$ cat config.mk
export PLATFORM = sky130hd
export DESIGN_NAME = approx_error_sweeper
export DESIGN_NICKNAME = d
export VERILOG_FILES = /design/src/rtl/approx_error_sweeper.sv
export SDC_FILE = /design/constraint.sdc
export NUM_CORES = 1
export LEC_CHECK = 0
export CAP_MARGIN = 20
export CELL_PAD_IN_SITES_DETAIL_PLACEMENT = 0
export CELL_PAD_IN_SITES_GLOBAL_PLACEMENT = 1
export CORE_MARGIN = 2
export CORE_UTILIZATION = 25
export DETAILED_ROUTE_END_ITERATION = 7
export PLACE_DENSITY_LB_ADDON = 0.1
export SETUP_SLACK_MARGIN = 0.05
export SYNTH_ARGS = -nofsm -noshare
export SYNTH_HDL_FRONTEND = slang
export SYNTH_SLANG_ARGS = --single-unit
$ cat constraint.sdc
create_clock -name clk -period 3.73 [get_ports clk]
set_clock_uncertainty 0.05 [all_clocks]
set_input_delay 1.119 -clock clk [delete_from_list [all_inputs] [get_ports clk]]
set_output_delay 1.119 -clock clk [all_outputs]
set_load 0.005 [all_outputs]
$ cat src/rtl/approx_error_sweeper.sv
// Exhaustive error-sweep harness around a combinational approximate circuit and its exact twin.
// Optional FIRST_VIOL_CAPTURE_EN records the tag of the first vector whose error exceeds ET.
module approx_error_sweeper #(
  parameter int N_IN  = 4,
  parameter int N_OUT = 2,
  parameter int ET    = 3
) (
  input  logic                    clk,
  input  logic                    rst_n,
  input  logic                    start,
  input  logic                    abort,
  output logic [N_IN-1:0]         dut_in,
  input  logic [N_OUT-1:0]        approx_out,
  input  logic [N_OUT-1:0]        exact_out,
  output logic                    busy,
  output logic                    done,
  output logic                    pass,
  output logic [N_OUT-1:0]        max_err,
  output logic [N_IN:0]           viol_cnt,
  output logic [N_IN+N_OUT-1:0]   err_sum
`ifdef FIRST_VIOL_CAPTURE_EN
  ,
  output logic [N_IN-1:0]         first_viol_vec,
  output logic                    first_viol_valid
`endif
);

  localparam logic [1:0] IDLE  = 2'd0;
  localparam logic [1:0] SWEEP = 2'd1;
  localparam logic [1:0] DRAIN = 2'd2;
  localparam logic [1:0] DONE  = 2'd3;

  logic [1:0]            state_q, state_d;
  logic [N_IN-1:0]       dut_in_q, dut_in_d;
  logic                  cap_vld_q, cap_vld_d;
  logic                  done_q, done_d;
  logic                  pass_q, pass_d;
  logic [N_OUT-1:0]      max_q, max_d;
  logic [N_IN:0]         viol_q, viol_d;
  logic [N_IN+N_OUT-1:0] sum_q, sum_d;
  logic [N_OUT-1:0]      cap_approx_q, cap_exact_q;
  logic [N_OUT-1:0]      cap_err;
  logic                  is_viol;
  logic [N_OUT-1:0]      max_acc;
  logic [N_IN:0]         viol_acc;
  logic [N_IN+N_OUT-1:0] sum_acc;
`ifdef FIRST_VIOL_CAPTURE_EN
  logic [N_IN-1:0]       cap_tag_q;
  logic [N_IN-1:0]       fv_vec_q, fv_vec_d;
  logic                  fv_vld_q, fv_vld_d;
`endif

  // Capture stage: results for the vector that settled over the last cycle
  always_ff @(posedge clk) begin
    cap_approx_q <= approx_out;
    cap_exact_q  <= exact_out;
`ifdef FIRST_VIOL_CAPTURE_EN
    cap_tag_q    <= dut_in_q;
`endif
  end

  // Accumulate stage: error of the captured pair folded into the running statistics
  always_comb begin
    cap_err  = (cap_exact_q >= cap_approx_q) ? (cap_exact_q - cap_approx_q)
                                             : (cap_approx_q - cap_exact_q);
    is_viol  = (int'(cap_err) > ET);
    max_acc  = (cap_err > max_q) ? cap_err : max_q;
    viol_acc = viol_q + {{N_IN{1'b0}}, is_viol};
    sum_acc  = sum_q + {{N_IN{1'b0}}, cap_err};
  end

  always_comb begin
    state_d   = state_q;
    dut_in_d  = dut_in_q;
    cap_vld_d = 1'b0;
    done_d    = 1'b0;
    pass_d    = pass_q;
    max_d     = max_q;
    viol_d    = viol_q;
    sum_d     = sum_q;
`ifdef FIRST_VIOL_CAPTURE_EN
    fv_vec_d  = fv_vec_q;
    fv_vld_d  = fv_vld_q;
`endif
    case (state_q)
      SWEEP, DRAIN: begin
        if (abort) begin
          state_d  = IDLE;
          dut_in_d = '0;
          pass_d   = 1'b0;
          max_d    = '0;
          viol_d   = '0;
          sum_d    = '0;
`ifdef FIRST_VIOL_CAPTURE_EN
          fv_vec_d = '0;
          fv_vld_d = 1'b0;
`endif
        end else begin
          if (cap_vld_q) begin
            max_d  = max_acc;
            viol_d = viol_acc;
            sum_d  = sum_acc;
`ifdef FIRST_VIOL_CAPTURE_EN
            if (is_viol && !fv_vld_q) begin
              fv_vec_d = cap_tag_q;
              fv_vld_d = 1'b1;
            end
`endif
          end
          if (state_q == SWEEP) begin
            cap_vld_d = 1'b1;
            dut_in_d  = dut_in_q + {{(N_IN-1){1'b0}}, 1'b1};
            if (dut_in_q == {N_IN{1'b1}}) state_d = DRAIN;
          end else begin
            state_d = DONE;
            done_d  = 1'b1;
            pass_d  = (viol_d == '0);
          end
        end
      end
      default: begin
        // IDLE and DONE: a start launches a fresh sweep, abort is irrelevant here
        if (start) begin
          state_d  = SWEEP;
          dut_in_d = '0;
          pass_d   = 1'b0;
          max_d    = '0;
          viol_d   = '0;
          sum_d    = '0;
`ifdef FIRST_VIOL_CAPTURE_EN
          fv_vec_d = '0;
          fv_vld_d = 1'b0;
`endif
        end
      end
    endcase
  end

  always_ff @(posedge clk or negedge rst_n) begin
    if (!rst_n) begin
      state_q   <= IDLE;
      dut_in_q  <= '0;
      cap_vld_q <= 1'b0;
      done_q    <= 1'b0;
      pass_q    <= 1'b0;
      max_q     <= '0;
      viol_q    <= '0;
      sum_q     <= '0;
`ifdef FIRST_VIOL_CAPTURE_EN
      fv_vec_q  <= '0;
      fv_vld_q  <= 1'b0;
`endif
    end else begin
      state_q   <= state_d;
      dut_in_q  <= dut_in_d;
      cap_vld_q <= cap_vld_d;
      done_q    <= done_d;
      pass_q    <= pass_d;
      max_q     <= max_d;
      viol_q    <= viol_d;
      sum_q     <= sum_d;
`ifdef FIRST_VIOL_CAPTURE_EN
      fv_vec_q  <= fv_vec_d;
      fv_vld_q  <= fv_vld_d;
`endif
    end
  end

  assign dut_in   = dut_in_q;
  assign busy     = (state_q == SWEEP) || (state_q == DRAIN);
  assign done     = done_q;
  assign pass     = pass_q;
  assign max_err  = max_q;
  assign viol_cnt = viol_q;
  assign err_sum  = sum_q;
`ifdef FIRST_VIOL_CAPTURE_EN
  assign first_viol_vec   = fv_vec_q;
  assign first_viol_valid = fv_vld_q;
`endif

endmodule

==> impl_metrics.json, run 1 <==
{
  "status": "finished, final reports clean",
  "timing.rr.end": "max_err[1]",
  "drt_iter0_markers": 29,
  "core_area_mm2": 0.00475,
  "dp_slack_ns": 0.890,
  "drc": 0,
  "combPwrFrac": 0.454,
  "p_seq_frac": 0.358,
  "cp_slowest_stage_delay_ns": 0.51,
  "synth_ff_type": "dfrtp_1",
  "cts_tree": "yes",
  "fin_crit_sh": 0.799,
  "finalSetupViolations": 0,
  "drt-pass1-iter-count": 4,
  "vias": 872,
  "tightest_slew_ns": 0.826,
  "area_growth_pct": 24.0,
  "cts.path.max_buffers": 2,
  "arrival_ns": 1.81,
  "crit_chain": "ha_1 -> inv_1 -> clkdlybuf4s50_1",
  "power.leakage_nw": 0.641,
  "cts_setup_buffers": 0,
  "cts.sinks": 21,
  "worstHoldPathCells": 1,
  "vias_per_cell": 4.19,
  "synth_edf_count": 0,
  "slowest_stage": "clkdlybuf4s50_1",
  "place_congestion": 0.733,
  "reg2reg_slack_ns": 1.01,
  "die-area_mm2": 0.00553,
  "die_y_um": 74.4,
  "slew_headroom": 0.448,
  "synth_top_cell_area_share": 0.343,
  "antenna_left": 0,
  "cts-root-buf": "clkbuf_8",
  "ys.warnings.count": 0,
  "hpwl_um": 1950,
  "start_util": 0.261,
  "overflow": 0,
  "nets": 161,
  "wirelength_um": 2640,
  "ctsResizeCount": 0,
  "hold_start": "state_q[0]",
  "swShare": 0.382,
  "max_cap_viol_count": 0,
  "synth_cell_type_count": 41,
  "port_buffers": 22,
  "pin_count": 28,
  "grt_pass1_wl_um": 4240,
  "critPathBufInv": 2,
  "seq_area_frac_synth": 0.408,
  "synthTopCellsByArea": "dfrtp_1, ha_1, dfxtp_1",
  "setup_ws_ns": 0.750,
  "async_flop_share": 0.810,
  "p_total_uw": 840,
  "clk_pin_slew_worst_paths_ns": 0.09,
  "grt_max_degree": 18,
  "worstRegToRegCells": 10,
  "antenna_cells": 0,
  "power.internal_uw": 519,
  "path_delay_family": "buffers and inverters",
  "critical_path.max_fanout": 13,
  "num_rows": 25,
  "hold_class": "flop to flop",
  "powerDensity_mw_per_mm2": 547,
  "antenna_found_initial": 0,
  "h-tree-depth": 1,
  "synthesis.area_mm2": 0.00124,
  "r2r-start": "cap_exact_q[0]",
  "clockPowerShare": 0.188,
  "yosysTopAreaCell": "dfrtp_1",
  "cts_made_buffers": 3,
  "ys_ff_latch": 21,
  "cts_hold_buf": 0,
  "grt_pass1_vias": 868,
  "endpoint_kind": "output port",
  "drive_gt1_frac": 0.106,
  "post-route-min-period_ns": 2.98,
  "wl_per_cell_um": 12.7,
  "netlist_instances": 121,
  "finalHoldViolations": 0,
  "syn_avg_cell_area_um2": 10.2,
  "p_switching_uw": 321,
  "die_w_um": 74.4,
  "setup-tns-final_ns": 0,
  "slew_violations": 0,
  "required_ns": 2.56,
  "insertion_delay_ns": 0.26,
  "holdPathEnd": "state_q[0]",
  "critical_path_class": "flop to output port",
  "grtUsageTotal": 0.101,
  "critPathLaunchType": "flop",
  "rsz0062_at_grt": "false",
  "fmax_ghz": 0.336,
  "peakVddDrop_mv": 0.274
}
==> logic make-up after synthesis <==
kind of cell	share of synthesized area
mux	0.0535
other cells	0.00303
buf+inv	0.0959
compound gates	0.107
flops	0.408
xor+xnor	0.0424
simple gates	0.167
fa+ha+maj	0.123
==> sequential cells by signal, indices dropped and copies added (netlist names) <==
register and cells:
err_sum 6, dut_in 4, cap_approx_q 2, cap_exact_q 2, max_err 2, state_q 2, cap_vld_q 1, done 1
pass 1
==> routing by layer <==
layer	global-route usage	wire length (µm)	vias to the layer above	part of all wire
li1	-	-	437	-
met1	0.139	1250	413	0.47
met2	0.157	1250	20	0.48
met3	0.0244	108	2	0.041
met4	0.0298	24	0	0.0091
met5	0	0	-	0
==> how the worst max path moves through the flow <==
stage / cells after the start / startpoint / slack (ns) / end
global placement: 5 / start / 0.93 / err_sum[5]
detailed placement: 5 / start / 0.89 / err_sum[5]
global route: 4 / state_q[1] / 0.63 / busy
CTS: 4 / state_q[1] / 0.71 / busy
floorplan: 10 / cap_exact_q[0] / 1.27 / err_sum[4]
finish: 3 / state_q[0] / 0.75 / busy
==> worst reg2reg max path, cell delays in order (launching register included) <==
cell and delay, ns:
dfxtp_1 0.34, inv_1 0.04, ha_1 0.18, fa_1 0.40
a21boi_0 0.14, o211ai_1 0.36, ha_1 0.32, nor2b_1 0.13
o211ai_1 0.30, mux2i_1 0.26, o31ai_1 0.08
==> power by group through the flow <==
stage | Sequential [mW] | Combinational, mW | Clock (mW)
final | 0.301 | 0.382 | 0.158
after global routing | 0.307 | 0.425 | 0.178
after CTS | 0.302 | 0.391 | 0.170
after detailed placement | 0.306 | 0.390 | 0
after global placement | 0.305 | 0.387 | 0
after floorplan | 0.300 | 0.276 | 0
==> final cells by class <==
class | instances | area (µm²)
clock buffer | 3 | 41.3
clock inverter | 1 | 7.51
sequential | 21 | 505
inverter | 13 | 48.8
timing repair buffer | 22 | 220
tap | 67 | 83.8
fill | 511 | 3220
multi-input combinational | 81 | 629
==> through the flow <==
stage | util | cell area (µm²) | hold WS (ns) | cells
2_1_floorplan | - | 1250 | 0.427 | 125
3_3_place_gp | 0.313 | 1490 | 0.446 | 204
3_5_place_dp | 0.313 | 1490 | 0.470 | 204
5_1_grt | 0.323 | 1540 | 0.503 | 208
6_report | 0.323 | 1540 | 0.483 | 208
4_1_cts | 0.323 | 1540 | 0.492 | 208
==> synthesized netlist by cell type (3+ instances only) <==
cell type  count
buf_4          6
dfrtp_1       17
o22ai_1        3
xnor2_1        4
inv_1         13
mux2i_1        4
nand2_1       11
nor2_1         8
dfxtp_1        4
ha_1           9
==> placed cells by master, fill, tap and decap left out <==
master and n:
inv_1 13, xor2_1 2, nand4b_1 1, nand4_1 1, and2_1 2, and3_1 1, a22o_2 2, or2_2 1
a21oi_1 2, clkbuf_8 3, o211ai_1 2, nor2b_2 1, nor4b_2 1, dfxtp_1 4, or3b_1 1, nor2b_1 2
mux2_2 1, clkinvlp_4 1, ha_1 9, o22ai_1 3, o31ai_1 1, nor4_2 1, conb_1 5, o311ai_2 1
o32a_1 1, o21ai_0 2, fa_1 2, o32ai_1 2, a21boi_0 1, nand2_1 11, nand3b_1 1, nor3_2 2
nor2_1 8, mux2i_1 4, xnor2_1 4, nand3_1 2, dfrtp_1 17, clkdlybuf4s50_1 22, mux2_4 1
(Power assumes the default switching activity.)
==> inputs of run 2 (changes only) <==
- clock period: 3.73 -> 3.1 ns (I/O delays scaled with it)
==> run 2 against run 1 <==
Against the previous run: global-route usage rose by 0.57 points; final cell count rose by 1.4%; clock-buffer cell count did not move; highest routed layer unchanged; combinational power rose by 27%; critical endpoint is now max_err[1]; flip-flop and latch count did not move; routed wire length rose by 0.68%; first-iteration DRC count fell by 17%; register-to-register slack got worse by 0.56 ns.
==> impl_metrics.json, run 2 (synthesized netlist as in run 1, its figures left out) <==
{
  "ctsResizeCount": 0,
  "critical_path_class": "flop to flop",
  "finalHoldViolations": 0,
  "n_fill_cell": 513,
  "vias": 916,
  "port_buffers": 22,
  "slew_violations": 0,
  "dp_slack_ns": 0.425,
  "cts_hold_buf": 0,
  "hpwl_um": 2010,
  "vias_per_cell": 4.34,
  "p_total_mw": 1.03,
  "dp_cells": 207,
  "holdWs_ns": 0.472,
  "start_util": 0.261,
  "cts_setup_buffers": 0,
  "antenna_left": 0,
  "max_cap_viol_count": 0,
  "drt_iter0_markers": 24,
  "nets": 164,
  "cts.sinks": 21,
  "setup_ws_ns": 0.447,
  "place_area_mm2": 0.00151,
  "wl_per_cell_um": 12.6,
  "fmax_ghz": 0.377,
  "num_rows": 25,
  "powerDensity_mw_per_mm2": 662,
  "rsz0062_at_grt": "false",
  "cts-root-buf": "clkbuf_8",
  "die-area_mm2": 0.00553,
  "grt_pass1_wl_um": 4520,
  "fin_crit_sh": 0.856,
  "layout_common_cells": "clkdlybuf4s50_1, dfrtp_1, inv_1, nand2_1, ha_1",
  "stdcell_area_mm2": 0.00156,
  "arrival_ns": 2.75,
  "clk_pin_slew_worst_paths_ns": 0.08,
  "drt-pass1-iter-count": 2,
  "drc": 0,
  "endpoint_kind": "flop",
  "antenna_found_initial": 0,
  "wirelength_um": 2660,
  "critical_path.max_fanout": 4,
  "peakVddDrop_mv": 0.271,
  "power.leakage_nw": 0.659,
  "core_area_mm2": 0.00475,
  "die_w_um": 74.4,
  "finalSetupViolations": 0,
  "cts.path.max_buffers": 2,
  "h-tree-depth": 1,
  "cts_tree": "yes",
  "area_growth_pct": 25.7,
  "post-route-min-period_ns": 2.65,
  "die_y_um": 74.4,
  "place_congestion": 0.696,
  "drive_gt1_frac": 0.125,
  "pin_count": 28,
  "required_ns": 3.19,
  "critPathLaunchType": "flop",
  "insertion_delay_ns": 0.26,
  "grtUsageTotal": 0.106,
  "cts_made_buffers": 3,
  "overflow": 0,
  "setup-tns-final_ns": 0,
  "grt_max_degree": 18,
  "status": "finished, final reports clean",
  "layout_commonest_cell": "clkdlybuf4s50_1",
  "fin_cells": 211,
  "grt_pass1_vias": 933,
  "utilization": 0.327,
  "largest_reg_flops": 6,
  "antenna_cells": 0,
  "hold_class": "flop to flop"
}
run 2: cell types whose count changed in the layout (fill, tap and decap cells not counted), sizes merged:
cell | before | now
clkinv | 0 | 1
buf | 0 | 3
clkinvlp | 1 | 0
run 2: worst paths after layout:
kind	start	endpoint	slack [ns]	depth (start not counted)
worst max-delay path	cap_exact_q[0]	max_err[1]	0.45	10
worst min-delay path	state_q[0]	state_q[0]	0.47	1
worst max register to register	cap_exact_q[0]	max_err[1]	0.45	10
worst min register to register	state_q[0]	state_q[0]	0.47	1
max in group asynchronous	rst_n	dut_in[3]	1.85	2
min in group asynchronous	rst_n	max_err[0]	0.94	2
run 2: worst max-delay path, stage by stage, from the launching register on:
cell	delay, ns
dfxtp_1	0.34
inv_1	0.04
ha_1	0.19
fa_1	0.39
a21boi_0	0.14
o211ai_1	0.32
ha_1	0.31
nor2b_1	0.13
o211ai_1	0.30
mux2i_1	0.25
o31ai_1	0.08
run 2: layout make-up:
| cell class | instances | area, µm² | area share |
|---|---|---|---|
| inverter | 13 | 48.8 | 0.0314 |
| clock buffer | 3 | 41.3 | 0.0265 |
| clock inverter | 1 | 5.00 | 0.00322 |
| multi-input combinational | 81 | 629 | 0.404 |
| sequential | 21 | 505 | 0.325 |
| tap | 67 | 83.8 | 0.0539 |
| timing repair buffer | 25 | 243 | 0.156 |
run 2: power by group:
group	switching, mW	internal, mW
Clock	0.0959	0.0896
Sequential	0.0421	0.320
Combinational	0.251	0.232
Total	0.389	0.642
run 2: layer usage:
| metal | GRT usage | vias up | wire length, µm |
|---|---|---|---|
| met1 | 0.150 | 452 | 1310 |
| met3 | 0.0203 | 2 | 86 |
| met2 | 0.167 | 19 | 1240 |
| met4 | 0.0298 | 0 | 13 |
| li1 | - | 443 | - |
| met5 | 0 | - | 0 |
==> inputs of run 3 (changes only) <==
- GPL_TIMING_DRIVEN: default -> 0
- clock period: 3.1 -> 2.4 ns (I/O delays scaled with it)
==> run 3 against run 2 <==
Against the previous run: the flow now finishes with violations (setup timing); first-iteration DRC count grew 67%; critical path depth grew 2; utilization grew 2.8 points; sequential share of layout area shrank 2.4 points; global-route usage shrank 0.19 points; routed wire length grew 2.0%; total power grew 39%; setup slack lost 0.48 ns; flip-flop and latch count is the same; final cell count grew 4.3%; largest power group unchanged.
==> impl_metrics.json, run 3 (synthesized netlist as in run 1, its figures left out) <==
{
  "status": "complete, but fails checks",
  "violations": "setup timing",
  "insertion_delay_ns": 0.26,
  "overflow": 0,
  "largest_reg_flops": 6,
  "swShare": 0.382,
  "drc": 0,
  "cp_slowest_stage_delay_ns": 0.36,
  "setup_ws_ns": -0.0292,
  "fin_crit_sh": 1.01,
  "num_rows": 25,
  "power.internal_uw": 883,
  "crit_chain": "inv_2 -> ha_4 -> fa_2 -> a21boi_2 -> o211ai_1 -> buf_4 -> ha_4 -> nor2b_4 -> o211ai_1 -> buf_4 -> nand3_2 -> o311ai_2",
  "critPathBufInv": 3,
  "hold_start": "pass",
  "r2r-start": "cap_exact_q[0]",
  "h-tree-depth": 1,
  "cts_made_buffers": 3,
  "die_w_um": 74.4,
  "clockPowerShare": 0.170,
  "endpoint_kind": "flop",
  "p_total_mw": 1.43,
  "drt_iter0_markers": 40,
  "hold_class": "flop to flop",
  "core_area_mm2": 0.00475,
  "grtUsageMet2": 0.160,
  "antenna_cells": 0,
  "power.leakage_nw": 0.712,
  "reg2reg_slack_ns": -0.03,
  "top_usage_layer": "met2",
  "area_growth_pct": 36.6,
  "pin_count": 28,
  "cts-root-buf": "clkbuf_8",
  "p_switching_uw": 546,
  "cts.sinks": 21,
  "cts_hold_buf": 0,
  "die_y_um": 74.4,
  "utilization": 0.356,
  "stdcell_area_mm2": 0.00169,
  "arrival_ns": 2.54,
  "peakVddDrop_mv": 0.407,
  "critPathLaunchType": "flop",
  "finalHoldViolations": 0,
  "critical_path.max_fanout": 4,
  "vias_per_cell": 4.30,
  "crit_path_start": "cap_exact_q[0]",
  "port_buffers": 21,
  "slew_headroom": 0.452,
  "use_met3": 0.0203,
  "layout_common_cells": "clkdlybuf4s50_1, dfrtp_1, inv_1, nand2_1, buf_4",
  "slowest_stage": "fa_2",
  "grt_use_met1": 0.145,
  "post-route-min-period_ns": 2.43,
  "clk_pin_slew_worst_paths_ns": 0.09,
  "grt_max_degree": 18,
  "required_ns": 2.51,
  "start_util": 0.261,
  "grtUsageTotal": 0.105,
  "dp_slack_ns": -0.290,
  "layout_commonest_cell": "clkdlybuf4s50_1",
  "cts.path.max_buffers": 2,
  "wirelength_um": 2710,
  "max_cap_viol_count": 0,
  "grt_pass1_vias": 855,
  "powerDensity_mw_per_mm2": 845,
  "rsz0062_at_grt": "true",
  "slew_violations": 0,
  "drt-pass1-iter-count": 4,
  "combPwrFrac": 0.498,
  "place_area_mm2": 0.00155,
  "antenna_found_initial": 0,
  "grt_pass1_wl_um": 4290,
  "path_delay_family": "adder cells",
  "hpwl_um": 1930,
  "place_congestion": 0.694,
  "p_seq_frac": 0.332,
  "fmax_ghz": 0.412,
  "nets": 173,
  "cts_tree": "yes",
  "critical_path_class": "flop to flop",
  "drive_gt1_frac": 0.268,
  "tightest_slew_ns": 0.820,
  "finalSetupViolations": 3,
  "wl_per_cell_um": 12.3,
  "vias": 946,
  "antenna_left": 0,
  "n_fill_cell": 491,
  "die-area_mm2": 0.00553
}
[run 3: power by group through the flow]
stage	Clock [mW]	Sequential (mW)	Combinational [mW]
after floorplan	0	0.466	0.429
after global placement	0	0.473	0.649
after detailed placement	0	0.475	0.655
after CTS	0.254	0.473	0.702
after global routing	0.268	0.484	0.797
final	0.244	0.474	0.711
[run 3: worst reg2reg max path: cells and delay by family (launching register included)]
family          cells  cell delay (ns)
buf+inv             3             0.40
flops               1             0.34
simple gates        2             0.19
fa+ha+maj           3             0.71
compound gates      4             0.66
[run 3: timing repair]
action,CTS,global route
endpoints found under the setup margin,8,7
endpoints found under the hold margin,0,0
pin swaps,4,5
buffers inserted,3,0
resized for setup,10,8
[run 3: worst paths after layout]
path                               to  cells after the start
setup / recovery           max_err[0]                     12
hold / removal                   pass                      1
setup reg to reg           max_err[0]                     12
hold reg to reg                  pass                      1
max in group asynchronous  max_err[0]                      1
min in group asynchronous        pass                      1
[run 3: layer usage]
layer  vias up  share of wire  wire, µm
li1        464              -         -
met1       461           0.50      1350
met2        19           0.46      1250
met3         2          0.033        90
met4         0         0.0085        23
met5         -              0         0
[run 3: through the flow]
stage	setup TNS, ns	cells	hold WS [ns]
3_3_place_gp	-0.863	213	0.438
3_5_place_dp	-1.25	213	0.458
4_1_cts	-0.00356	220	0.494
6_report	-0.0734	220	0.493
2_1_floorplan	-0.0270	125	0.374
5_1_grt	-0.589	220	0.524
[run 3: layout make-up]
class / instances / area, µm² / area share
buffer: 10 / 70.1 / 0.0414
sequential: 21 / 508 / 0.300
timing repair buffer: 24 / 231 / 0.137
clock inverter: 1 / 5.00 / 0.00296
tap: 67 / 83.8 / 0.0496
clock buffer: 3 / 41.3 / 0.0244
multi-input combinational: 81 / 703 / 0.416
inverter: 13 / 48.8 / 0.0288
